File: src/rtl/pwm_capture_if.sv
// Signal bundle between a PWM source/monitor and pwm_capture.
// master drives the PWM input and observes the measurement; slave is the capture block.
interface pwm_capture_if #(
  parameter int CNT_W = 16
);
  logic             io_in;
  logic [CNT_W-1:0] io_period;
  logic [CNT_W-1:0] io_high;
  logic             io_valid;
  logic             io_stuck;
  logic             io_level;

  modport master (output io_in, input io_period, io_high, io_valid, io_stuck, io_level);
  modport slave  (input io_in, output io_period, io_high, io_valid, io_stuck, io_level);
endinterface

File: src/rtl/pwm_capture.sv
// PWM period / high-time capture with stall detection.
// Optional glitch filter on the synced input: define PWM_CAPTURE_FILTER_EN.
module pwm_capture #(
  parameter int CNT_W    = 16,
  parameter int TIMEOUT  = 50000,
  parameter int FILT_LEN = 4
) (
  input logic          clock,
  input logic          reset,
  pwm_capture_if.slave pif
);
  localparam logic [CNT_W-1:0] CNT_MAX = '1;
  localparam logic [CNT_W-1:0] TO      = CNT_W'(TIMEOUT);
  localparam logic [CNT_W-1:0] TO_M1   = CNT_W'(TIMEOUT - 1);

  if (TIMEOUT < 2 || FILT_LEN < 1) begin : g_bad_cfg
    $error("pwm_capture: TIMEOUT must be >= 2 and FILT_LEN >= 1");
  end

  typedef enum logic [1:0] {IDLE, HIGH, LOW} state_t;

  logic             sync1_q, sync2_q, prev_q, s;
  logic             rise, fall, edge_det;
  state_t           state_q, state_d;
  logic [CNT_W-1:0] per_q, per_d, hi_q, hi_d, idle_q, idle_d;
  logic [CNT_W-1:0] period_q, period_d, high_q, high_d;
  logic             valid_q, valid_d, stuck_q, stuck_d, level_q, level_d;

  function automatic logic [CNT_W-1:0] inc_sat(input logic [CNT_W-1:0] x);
    return (x == CNT_MAX) ? x : x + CNT_W'(1);
  endfunction

  always_ff @(posedge clock) begin
    if (!reset) begin
      sync1_q <= 1'b0;
      sync2_q <= 1'b0;
    end else begin
      sync1_q <= pif.io_in;
      sync2_q <= sync1_q;
    end
  end

`ifdef PWM_CAPTURE_FILTER_EN
  localparam int FCW = (FILT_LEN > 1) ? $clog2(FILT_LEN) : 1;
  logic           filt_q;
  logic [FCW-1:0] fcnt_q;

  // fcnt_q counts how long the synced level has disagreed with filt_q
  always_ff @(posedge clock) begin
    if (!reset) begin
      filt_q <= 1'b0;
      fcnt_q <= '0;
    end else if (sync2_q == filt_q) begin
      fcnt_q <= '0;
    end else if (fcnt_q == FCW'(FILT_LEN - 1)) begin
      filt_q <= sync2_q;
      fcnt_q <= '0;
    end else begin
      fcnt_q <= fcnt_q + FCW'(1);
    end
  end
  assign s = filt_q;
`else
  assign s = sync2_q;
`endif

  assign rise     = s & ~prev_q;
  assign fall     = ~s & prev_q;
  assign edge_det = rise | fall;

  always_comb begin
    state_d  = state_q;
    per_d    = per_q;
    hi_d     = hi_q;
    period_d = period_q;
    high_d   = high_q;
    valid_d  = 1'b0;
    stuck_d  = stuck_q;
    level_d  = level_q;
    idle_d   = edge_det ? '0 : ((idle_q == TO) ? idle_q : idle_q + CNT_W'(1));
    if (edge_det) stuck_d = 1'b0;

    case (state_q)
      IDLE: begin
        if (rise) begin
          per_d   = CNT_W'(1);
          hi_d    = CNT_W'(1);
          state_d = HIGH;
        end
      end
      HIGH: begin
        per_d = inc_sat(per_q);
        if (fall) state_d = LOW;
        else      hi_d    = inc_sat(hi_q);
      end
      LOW: begin
        if (rise) begin
          period_d = per_q;
          high_d   = hi_q;
          valid_d  = 1'b1;
          per_d    = CNT_W'(1);
          hi_d     = CNT_W'(1);
          state_d  = HIGH;
        end else begin
          per_d = inc_sat(per_q);
        end
      end
      default: state_d = IDLE;
    endcase

    // idle_q saturates at TO, so the stall fires once per quiet stretch
    if (!edge_det && idle_q == TO_M1) begin
      stuck_d = 1'b1;
      level_d = s;
      state_d = IDLE;
    end
  end

  always_ff @(posedge clock) begin
    if (!reset) begin
      prev_q   <= 1'b0;
      state_q  <= IDLE;
      per_q    <= '0;
      hi_q     <= '0;
      idle_q   <= '0;
      period_q <= '0;
      high_q   <= '0;
      valid_q  <= 1'b0;
      stuck_q  <= 1'b0;
      level_q  <= 1'b0;
    end else begin
      prev_q   <= s;
      state_q  <= state_d;
      per_q    <= per_d;
      hi_q     <= hi_d;
      idle_q   <= idle_d;
      period_q <= period_d;
      high_q   <= high_d;
      valid_q  <= valid_d;
      stuck_q  <= stuck_d;
      level_q  <= level_d;
    end
  end

  assign pif.io_period = period_q;
  assign pif.io_high   = high_q;
  assign pif.io_valid  = valid_q & reset;
  assign pif.io_stuck  = stuck_q;
  assign pif.io_level  = level_q;
endmodule

File: src/flat_wrapper.sv
// flat-port wrapper written by rule: the top's interface ports become plain ports
module pwm_capture_flat 
#(
  parameter int CNT_W    = 16,
  parameter int TIMEOUT  = 50000,
  parameter int FILT_LEN = 4
)
  (clock, reset, pif_io_in, pif_io_period, pif_io_high, pif_io_valid, pif_io_stuck, pif_io_level);
  pwm_capture_if #(.CNT_W(CNT_W)) pif_i ();
  input logic clock;
  input logic reset;
  input wire logic [$bits(pif_i.io_in)-1:0] pif_io_in;
  output wire logic [$bits(pif_i.io_period)-1:0] pif_io_period;
  output wire logic [$bits(pif_i.io_high)-1:0] pif_io_high;
  output wire logic [$bits(pif_i.io_valid)-1:0] pif_io_valid;
  output wire logic [$bits(pif_i.io_stuck)-1:0] pif_io_stuck;
  output wire logic [$bits(pif_i.io_level)-1:0] pif_io_level;
  assign pif_i.io_in = pif_io_in;
  assign pif_io_period = pif_i.io_period;
  assign pif_io_high = pif_i.io_high;
  assign pif_io_valid = pif_i.io_valid;
  assign pif_io_stuck = pif_i.io_stuck;
  assign pif_io_level = pif_i.io_level;
  pwm_capture #(.CNT_W(CNT_W), .TIMEOUT(TIMEOUT), .FILT_LEN(FILT_LEN)) u_core (.clock(clock), .reset(reset), .pif(pif_i));
endmodule
File: config.mk
export PLATFORM = sky130hd
export DESIGN_NAME = pwm_capture_flat
export DESIGN_NICKNAME = d
export VERILOG_FILES = /design/src/rtl/pwm_capture_if.sv /design/src/rtl/pwm_capture.sv /design/src/flat_wrapper.sv
export SDC_FILE = /design/constraint.sdc
export NUM_CORES = 1
export LEC_CHECK = 0
export CORE_UTILIZATION = 42
export CTS_BUF_LIST = sky130_fd_sc_hd__clkbuf_8
export DETAILED_ROUTE_END_ITERATION = 10
export GPL_ROUTABILITY_DRIVEN = 0
export PLACE_DENSITY = 0.67
export SLEW_MARGIN = 20
export SYNTH_ARGS = -nofsm -noshare
export SYNTH_HDL_FRONTEND = slang
export SYNTH_SLANG_ARGS = --single-unit
File: constraint.sdc
create_clock -name clock -period 7.7 [get_ports clock]
set_clock_uncertainty 0.05 [all_clocks]
set_input_delay 0.77 -clock clock [delete_from_list [all_inputs] [get_ports clock]]
set_output_delay 0.77 -clock clock [all_outputs]
set_load 0.1 [all_outputs]
==> metrics <==
Pleak 1.52 nW; CP required 6.88 ns; antenna violations before repair 0; first-pass iteration count of the detailed router 4; Clock Pin Slew Worst Setup and Hold Paths 0.09 ns; Primary FF master, synth dfxtp_1; Critical Path End Type primary output; minimum clock period 3.79 ns; Worst Tran Pin Value 0.999 ns; DR top layer met4; H-tree depth 3; vias per inst 5.45; unrepaired setup endpoints after global routing no; Iter 0 DRT Violations 128; Cell Area, Placed 4360 um2; nets 521; Core Region 8890 um2; Netlist Area Pre-Place 3920 um2; commonest non-fill, non-tap cell in the layout nand2_1; routed len/inst 13.8 um; met2 wire length 4120 um; max-slew violations 0; post-layout util 51.3%; Slew headroom 33.2%; IO Pins 38; hold buffer count at CTS 0; DIE WIDTH 98.6 um; flops & latches, synth 88; WL met3 290 um; crit-path max cell delay 1.12 ns; status finished, final reports clean; EDFF count, synth 0; synth warn 0; post-placement cell count 604; syn avg cell area 8.15 um2; crit-path leading delay family buffers and inverters; Routed WL 8540 um; Post-CTS Setup Repair Bufs 0; final antenna-violating net count 0; slowest CP cell clkdlybuf4s50_1; Total Neg Setup Slack 0 ns; cell area after layout 4560 um2; PD cells 179 nW/um2; fraction of registers with async set/reset 0%; largest net degree at the start of global routing 35; number of port buffers 37; DRC viols 0; Gate Count Post-Synth 481; Hold WC Path Type flip-flop to flip-flop; Crit path buffers/inverters 2; Max Buffers Root-to-Sink 2; Syn Nets 495; WS Path Type primary input to primary output; Seq/Total Area, Yosys 44.9%; Worst Setup Slack, final 3.91 ns; P&R area growth vs syn 16.2%; crit path DAT 2.97 ns; Tcrit/Tclk final 49.2%; sequential cell area 1760 um2; via count 3381; CTS tree built; critical-path cell list clkdlybuf4s50_1 > and2_1 > clkdlybuf4s50_1; ratio of cells with drive above 1 in the final layout 5.08%; vias in the first global route 3195; clk sink count 88; commonest non-fill, non-tap cells in the layout 92 x nand2_1, 88 x dfxtp_1, 50 x a21oi_1; final setup vio count 0; met1 WL 4030 um; Highest Clock Rate 264 MHz; Max FO, Critical Path 16; full die area 9720 um2; GR Util All Layers 18.6%; Die Y 98.6 um; root cell of the clock tree clkbuf_8; cell mode on critical path clkdlybuf4s50_1; Non-Filler Instances 620; Startpoint Class primary input; Post-DP HPWL 6000 um; total CTS buffers 9; Final Hold Viols 0; max cap viols 0; # rows 34; post-synthesis cell type count 48; total grt overflow 0; VDD IR max 82.1 uV; multi-input gate area in the final layout 2020 um2; Setup Slack @ Placement 3.93 ns; Worst-Skew Late Latency 0.36 ns; Starting Density 44.1%; CTS resizes 0; ANT cells 0; first-pass GRT wire length 14700 um; # fillers 840
worst paths after layout:
kind	startpoint	endpoint	slack [ns]	depth (start not counted)
setup / recovery	reset	pif_io_valid	3.91	3
hold / removal	u_core.sync1_q	u_core.s	0.40	1
setup reg to reg	u_core.state_q[0]	u_core.hi_q[14]	4.98	7
hold reg to reg	u_core.sync1_q	u_core.s	0.40	1
sequential cells by signal (all words and copies together), names as in the netlist:
name	count
u_core.hi_q	16
u_core.idle_q	16
u_core.per_q	16
u_core.pif.io_high	16
u_core.pif.io_period	16
u_core.state_q	2
u_core.pif.io_level	1
u_core.pif.io_stuck	1
u_core.prev_q	1
u_core.s	1
u_core.sync1_q	1
u_core.valid_q	1
cells in the mapped netlist, drive strengths merged, types with 5 or more instances:
library cell   n  area share (%)
nor2          46             4.4
and2           6            0.96
or4            7             1.4
o211ai         5            0.96
xnor2         11             2.5
nand2         93             8.9
a21oi         50             6.4
nor3           9             1.1
ha            11             3.5
dfxtp         88              45
xor2          14             3.1
nand4          9             1.4
inv           11             1.1
and3           6            0.96
and4           5             1.1
o2111ai        6             1.3
o21ai         13             1.7
clkbuf        22             2.1
nand3         17             2.2
area by class of cell:
type / instances / area share, %
Clock buffer: 9 / 2.72
Clock inverter: 7 / 1.57
Sequential cell: 88 / 38.7
Multi-Input combinational cell: 356 / 44.3
Tap cell: 108 / 2.97
Timing Repair Buffer: 40 / 8.79
Inverter: 12 / 0.988
routing by layer:
layer / up-vias / track usage (%)
met1: 1603 / 23.5
met3: 9 / 4.26
met4: 0 / 5.17
met5: - / 0
li1: 1722 / -
met2: 47 / 31.9
through the flow:
| step | power [mW] | hold WS, ns |
|---|---|---|
| after floorplan | 0.498 | 0.362 |
| after global placement | 0.505 | 0.380 |
| after detailed placement | 0.506 | 0.380 |
| after CTS | 0.821 | 0.401 |
| after global routing | 0.849 | 0.419 |
| final | 0.814 | 0.397 |
cells by family after synthesis:
kind of cell	share of synthesized area, %
AOI/OAI and AO/OA	13.9
xor gates and xnor gates	5.59
adders and majority gates	3.51
buffers and inverters	3.61
DFF	44.9
muxes	1.02
and+or+nand+nor	27.4
where the power goes:
group	total [mW]	switching, mW	internal (mW)
registers	0.462	0.00442	0.458
logic	0.0335	0.0232	0.0103
clock network	0.318	0.168	0.151
Power figures use the tool's default switching activity.
